<file path="src/rtl/hazard_if.sv">
// Hazard controller signal bundle: pipeline-state inputs and stage-register controls.
interface hazard_if;
    logic        idex_memReadEnable;
    logic        idex_regWriteEnable;
    logic [2:0]  idex_regWriteNum;
    logic        idex_halt;
    logic [2:0]  id_rs;
    logic [2:0]  id_rt;
    logic        id_rs_used;
    logic        id_rt_used;
    logic        ex_redirect;
    logic        pc_stall;
    logic        ifid_stall;
    logic        idex_bubble;
    logic        ifid_flush;
    logic [15:0] stall_count;
    logic [15:0] flush_count;

    modport master (
        output idex_memReadEnable, idex_regWriteEnable, idex_regWriteNum, idex_halt,
               id_rs, id_rt, id_rs_used, id_rt_used, ex_redirect,
        input  pc_stall, ifid_stall, idex_bubble, ifid_flush, stall_count, flush_count
    );

    modport slave (
        input  idex_memReadEnable, idex_regWriteEnable, idex_regWriteNum, idex_halt,
               id_rs, id_rt, id_rs_used, id_rt_used, ex_redirect,
        output pc_stall, ifid_stall, idex_bubble, ifid_flush, stall_count, flush_count
    );
endinterface

</file>
<file path="src/rtl/hazard_ctrl.sv">
// Pipeline hazard controller: load-use stall, redirect flush and halt hold for PC/IF-ID/ID-EX.
// Optional statistics counters are enabled by defining HAZARD_STATS_EN.
module hazard_ctrl #(
    parameter int unsigned LOAD_STALL_CYCLES = 1
) (
    input  logic     clk,
    input  logic     rst,
    hazard_if.slave  hif
);

    localparam logic [1:0] ST_RUN     = 2'd0;
    localparam logic [1:0] ST_STALL   = 2'd1;
    localparam logic [1:0] ST_HALTED  = 2'd2;
    localparam logic [2:0] STALL_INIT = 3'(LOAD_STALL_CYCLES - 1);

    logic [1:0] state_r;
    logic [1:0] state_nxt_s;
    logic [2:0] cnt_r;
    logic [2:0] cnt_nxt_s;
    logic       hz_s;
    logic       pc_stall_s;
    logic       ifid_stall_s;
    logic       idex_bubble_s;
    logic       ifid_flush_s;

    assign hz_s = hif.idex_memReadEnable & hif.idex_regWriteEnable &
                  ((hif.id_rs_used & (hif.id_rs == hif.idex_regWriteNum)) |
                   (hif.id_rt_used & (hif.id_rt == hif.idex_regWriteNum)));

    // Next-state and Mealy control decode; priority halt > redirect > load-use.
    always_comb begin
        state_nxt_s   = state_r;
        cnt_nxt_s     = cnt_r;
        pc_stall_s    = 1'b0;
        ifid_stall_s  = 1'b0;
        idex_bubble_s = 1'b0;
        ifid_flush_s  = 1'b0;
        case (state_r)
            ST_RUN: begin
                if (hif.idex_halt) begin
                    state_nxt_s   = ST_HALTED;
                    pc_stall_s    = 1'b1;
                    ifid_stall_s  = 1'b1;
                    idex_bubble_s = 1'b1;
                end else if (hif.ex_redirect) begin
                    ifid_flush_s  = 1'b1;
                    idex_bubble_s = 1'b1;
                end else if (hz_s) begin
                    pc_stall_s    = 1'b1;
                    ifid_stall_s  = 1'b1;
                    idex_bubble_s = 1'b1;
                    cnt_nxt_s     = STALL_INIT;
                    state_nxt_s   = (STALL_INIT != 3'd0) ? ST_STALL : ST_RUN;
                end else begin
                    state_nxt_s   = ST_RUN;
                end
            end
            ST_STALL: begin
                if (hif.idex_halt) begin
                    state_nxt_s   = ST_HALTED;
                    cnt_nxt_s     = 3'd0;
                    pc_stall_s    = 1'b1;
                    ifid_stall_s  = 1'b1;
                    idex_bubble_s = 1'b1;
                end else if (hif.ex_redirect) begin
                    // Redirect squashes the stalled instruction, so release the stall now.
                    ifid_flush_s  = 1'b1;
                    idex_bubble_s = 1'b1;
                    cnt_nxt_s     = 3'd0;
                    state_nxt_s   = ST_RUN;
                end else begin
                    pc_stall_s    = 1'b1;
                    ifid_stall_s  = 1'b1;
                    idex_bubble_s = 1'b1;
                    cnt_nxt_s     = (cnt_r != 3'd0) ? (cnt_r - 3'd1) : 3'd0;
                    state_nxt_s   = (cnt_r <= 3'd1) ? ST_RUN : ST_STALL;
                end
            end
            ST_HALTED: begin
                pc_stall_s    = 1'b1;
                ifid_stall_s  = 1'b1;
                idex_bubble_s = 1'b1;
            end
            default: begin
                state_nxt_s = ST_RUN;
                cnt_nxt_s   = 3'd0;
            end
        endcase
    end

    // State and stall down-counter registers.
    always_ff @(posedge clk or posedge rst) begin
        if (rst) begin
            state_r <= ST_RUN;
            cnt_r   <= 3'd0;
        end else begin
            state_r <= state_nxt_s;
            cnt_r   <= cnt_nxt_s;
        end
    end

    // Controls are forced low for as long as reset is held, independent of the clock.
    assign hif.pc_stall    = ~rst & pc_stall_s;
    assign hif.ifid_stall  = ~rst & ifid_stall_s;
    assign hif.idex_bubble = ~rst & idex_bubble_s;
    assign hif.ifid_flush  = ~rst & ifid_flush_s;

`ifdef HAZARD_STATS_EN
    logic [15:0] stall_count_r;
    logic [15:0] flush_count_r;

    // Saturating statistics; flush count is frozen once halted.
    always_ff @(posedge clk or posedge rst) begin
        if (rst) begin
            stall_count_r <= 16'h0000;
            flush_count_r <= 16'h0000;
        end else begin
            if (pc_stall_s && (stall_count_r != 16'hFFFF)) begin
                stall_count_r <= stall_count_r + 16'h0001;
            end else begin
                stall_count_r <= stall_count_r;
            end
            if (ifid_flush_s && (state_r != ST_HALTED) && (flush_count_r != 16'hFFFF)) begin
                flush_count_r <= flush_count_r + 16'h0001;
            end else begin
                flush_count_r <= flush_count_r;
            end
        end
    end

    assign hif.stall_count = stall_count_r;
    assign hif.flush_count = flush_count_r;
`else
    assign hif.stall_count = 16'h0000;
    assign hif.flush_count = 16'h0000;
`endif

endmodule

</file>
<file path="src/flat_wrapper.sv">
// flat-port wrapper written by rule: the top's interface ports become plain ports
module hazard_ctrl_flat 
#(
    parameter int unsigned LOAD_STALL_CYCLES = 1
)
  (clk, rst, hif_idex_memReadEnable, hif_idex_regWriteEnable, hif_idex_regWriteNum, hif_idex_halt, hif_id_rs, hif_id_rt, hif_id_rs_used, hif_id_rt_used, hif_ex_redirect, hif_pc_stall, hif_ifid_stall, hif_idex_bubble, hif_ifid_flush, hif_stall_count, hif_flush_count);
  hazard_if hif_i ();
  input  logic clk;
  input  logic rst;
  input wire logic [$bits(hif_i.idex_memReadEnable)-1:0] hif_idex_memReadEnable;
  input wire logic [$bits(hif_i.idex_regWriteEnable)-1:0] hif_idex_regWriteEnable;
  input wire logic [$bits(hif_i.idex_regWriteNum)-1:0] hif_idex_regWriteNum;
  input wire logic [$bits(hif_i.idex_halt)-1:0] hif_idex_halt;
  input wire logic [$bits(hif_i.id_rs)-1:0] hif_id_rs;
  input wire logic [$bits(hif_i.id_rt)-1:0] hif_id_rt;
  input wire logic [$bits(hif_i.id_rs_used)-1:0] hif_id_rs_used;
  input wire logic [$bits(hif_i.id_rt_used)-1:0] hif_id_rt_used;
  input wire logic [$bits(hif_i.ex_redirect)-1:0] hif_ex_redirect;
  output wire logic [$bits(hif_i.pc_stall)-1:0] hif_pc_stall;
  output wire logic [$bits(hif_i.ifid_stall)-1:0] hif_ifid_stall;
  output wire logic [$bits(hif_i.idex_bubble)-1:0] hif_idex_bubble;
  output wire logic [$bits(hif_i.ifid_flush)-1:0] hif_ifid_flush;
  output wire logic [$bits(hif_i.stall_count)-1:0] hif_stall_count;
  output wire logic [$bits(hif_i.flush_count)-1:0] hif_flush_count;
  assign hif_i.idex_memReadEnable = hif_idex_memReadEnable;
  assign hif_i.idex_regWriteEnable = hif_idex_regWriteEnable;
  assign hif_i.idex_regWriteNum = hif_idex_regWriteNum;
  assign hif_i.idex_halt = hif_idex_halt;
  assign hif_i.id_rs = hif_id_rs;
  assign hif_i.id_rt = hif_id_rt;
  assign hif_i.id_rs_used = hif_id_rs_used;
  assign hif_i.id_rt_used = hif_id_rt_used;
  assign hif_i.ex_redirect = hif_ex_redirect;
  assign hif_pc_stall = hif_i.pc_stall;
  assign hif_ifid_stall = hif_i.ifid_stall;
  assign hif_idex_bubble = hif_i.idex_bubble;
  assign hif_ifid_flush = hif_i.ifid_flush;
  assign hif_stall_count = hif_i.stall_count;
  assign hif_flush_count = hif_i.flush_count;
  hazard_ctrl #(.LOAD_STALL_CYCLES(LOAD_STALL_CYCLES)) u_core (.clk(clk), .rst(rst), .hif(hif_i));
endmodule
</file>
<file path="config.mk">
export PLATFORM = sky130hd
export DESIGN_NAME = hazard_ctrl_flat
export DESIGN_NICKNAME = d
export VERILOG_FILES = /design/src/rtl/hazard_if.sv /design/src/rtl/hazard_ctrl.sv /design/src/flat_wrapper.sv
export SDC_FILE = /design/constraint.sdc
export NUM_CORES = 1
export LEC_CHECK = 0
export CAP_MARGIN = 20
export CORE_MARGIN = 2
export CORE_UTILIZATION = 38
export CTS_CLUSTER_SIZE = 30
export DETAILED_ROUTE_END_ITERATION = 8
export PLACE_DENSITY = 0.85
export SYNTH_ARGS = -nofsm -noshare
export SYNTH_HDL_FRONTEND = slang
export SYNTH_SLANG_ARGS = --single-unit
</file>
<file path="constraint.sdc">
create_clock -name clk -period 2.7 [get_ports clk]
set_clock_uncertainty 0.2 [all_clocks]
set_input_delay 0.27 -clock clk [delete_from_list [all_inputs] [get_ports clk]]
set_output_delay 0.27 -clock clk [all_outputs]
set_load 0.03 [all_outputs]
</file>
==> impl_metrics.toml <==
[clocking]
cts_tree = "built"
cts_resized = 0
cts_setup_buffers = 0
root_buffer = "clkbuf_4"
clockBufferDepth = 2
holdBufCountCts = 0
path_clk_slew_ps = 40
htreeDepth = 1
cts_inserted_buffers = 3
clock_sinks = 5
insertion_delay_ps = 230

[synth]
avgSynthCellArea_um2 = 7.963
yosysMostFrequentCell = "buf_4"
synth_area_um2 = 764.5
synthArstFlopShare_pct = 100.0
yosysSeqAreaShare_pct = 16.37
yosysTopAreaCell = "buf_4"
ys_types = 26
synth_ff_type = "dfrtp_1"
synth_top_area_share_pct = 32.41
synthCells = 96
synthTopCellsByCount = "buf_4 (33), inv_1 (8), nand2_1 (7)"
ys_seq_elements = 5
synth_edf_count = 0
synthTopCellsByArea = "buf_4 (32%), dfrtp_1 (16%), ha_1 (9.8%), xnor2_1 (6.9%), inv_1 (3.9%)"
yosysWarnings = 0

[cells_and_area]
fin_nets = 142
syn_to_final_growth_pct = 15.88
antennaDiodeCount = 0
fin_cells = 145
fill_cells = 194
final_layout_size_suffix_gt1_share_pct = 9.322

[timing]
finalMaxSlewViolations = 0
rsz0062_at_grt = "no"
fmax_ghz = 0.3988
final.period_utilization_pct = 92.88
layout_setup_ws_ps = 192.2
holdWs_ps = 159.6
fin_crit_ps = 2508
tns_ps = 0
setup_viol_count_final = 0
hold_viol_final = 0

[grt]
grt_pass1_wl_mm = 2.083
grt_pass1_vias = 554
grt_usage_pct = 11.10
grt_remaining_overflow = 0
antenna_found_initial = 0
grt_max_degree = 7

[drt]
drt_wl_total_mm = 1.256
num_vias = 604
viasPerCell = 4.166
drt_first_pass_iters = 4
drt-initial-drc-count = 5
route.detailed.drc = 0
ant_nets = 0
wl_per_cell_um = 8.662

[setup_path]
r2r-start = "u_core.state_r[1]"
endpoint_kind = "output port"
setup.worst_path.start = "u_core.state_r[1]"
reg2reg_setup_slack_ps = 1000
crit_arrival_ps = 2040
start_kind = "flip-flop"
critPathKind = "reg -> out"
cp_max_fo = 6
cp_data_required_time_ps = 2230

[pwr]
combPwrFrac_pct = 59.3
clock_power_share_pct = 19.0
p_int_w = 0.0002268
power.leakage_nw = 0.4330
p_per_area_nw_per_um2 = 488.2
peakVddDrop_uv = 316.8
seqPwrFrac_pct = 21.7
p_sw_w = 0.0002057
power.share.switching_pct = 47.56
report.power.total_w = 0.0004325

[floorplan]
initial_utilization_pct = 39.78
io_pins = 53
die_w_um = 48.86
core_um2 = 1922
rows = 16
dieArea_um2 = 2387
die_height_um = 48.86

[place]
post-place-ws_ps = 378.0
place_congestion = 0.8144
dpl.hpwl_mm = 1.162
port_buffers = 20
place_inst = 141

[run_status]
outcome = "complete, no violations"

[min_path]
hold_path_class = "in -> async"

[job]
max_cap_violations = 0
## worst max-delay path, cell delays in order (launching register included)
cell,delay (ps)
dfrtp_1,430
inv_1,120
ha_1,290
nor2_1,90
nor3_1,180
clkdlybuf4s50_1,690
## cell usage in the layout, fill, tap and decap left out
cell type,n
a211oi_2,1
a21o_1,1
dfrtp_1,5
clkbuf_4,3
nand4_1,2
a21o_2,1
nor3_2,1
xnor2_1,6
nor2_4,1
nand2_1,7
nor2_1,6
a2111oi_2,1
o21ai_0,2
or2_1,1
inv_1,8
clkdlybuf4s50_1,17
a31oi_1,1
nand3_1,2
nor3_1,2
conb_1,32
buf_4,3
o211ai_1,1
clkbuf_1,1
mux2i_1,2
a211oi_1,1
a21oi_1,2
a21boi_0,1
o32ai_1,1
ha_1,6
## power groups by stage
stage	clock network [W]	registers, W	logic (W)
2_1_floorplan	0	0.0000920	0.000231
5_1_grt	0.0000977	0.0000963	0.000278
3_5_place_dp	0	0.0000941	0.000257
4_1_cts	0.0000868	0.0000931	0.000258
6_report	0.0000823	0.0000939	0.000256
3_3_place_gp	0	0.0000938	0.000250
## per-stage QoR
| stage | utilization, % | instance area, um^2 |
|---|---|---|
| after global placement | 44.73 | 859.6 |
| after detailed placement | 44.73 | 859.6 |
| after floorplan | - | 880.8 |
| after global routing | 46.09 | 885.9 |
| after CTS | 46.09 | 885.9 |
| final | 46.09 | 885.9 |
## flip-flops by register name, summed over array words and instances (netlist names)
| name | count |
|---|---|
| u_core.state_r | 2 |
| u_core.cnt_r | 3 |
## kinds of logic after synthesis
group                    Yosys count  share of synthesized area (%)
AO/OA/AOI/OAI                     13                          13.26
XOR/XNOR                           6                          6.874
adder cells (fa/ha/maj)            6                          9.820
buffers and inverters             41                          36.33
flip-flops                         5                          16.37
multiplexers                       2                          2.619
other                              1                         0.4905
AND/OR/NAND/NOR                   22                          14.24
## routing by layer
metal	wire (um)	vias to the layer above	GRT usage, %
li1	-	292	-
met1	468	278	10.48
met2	633	34	20.55
met3	154	0	4.294
met4	0	0	5.714
met5	0	-	0
## worst paths after layout
path / endpoint / cells after the start
worst max-delay path: hif_ifid_flush / 5
max in group asynchronous: u_core.cnt_r[1] / 2
worst max register to register: u_core.cnt_r[0] / 5
worst min register to register: u_core.cnt_r[0] / 2
min in group clk: u_core.cnt_r[0] / 2
worst min-delay path: u_core.state_r[0] / 2
## area by class of cell
cell class	count	area (um^2)	area share (%)
inverters	8	30.03	3.390
well taps	27	33.78	3.814
clock buffers	4	26.28	2.966
repair buffers	20	192.7	21.75
flip-flops and latches	5	125.1	14.12
multi-input cells	81	478.0	53.95
Note: power is estimated with default switching activity, not from simulation.
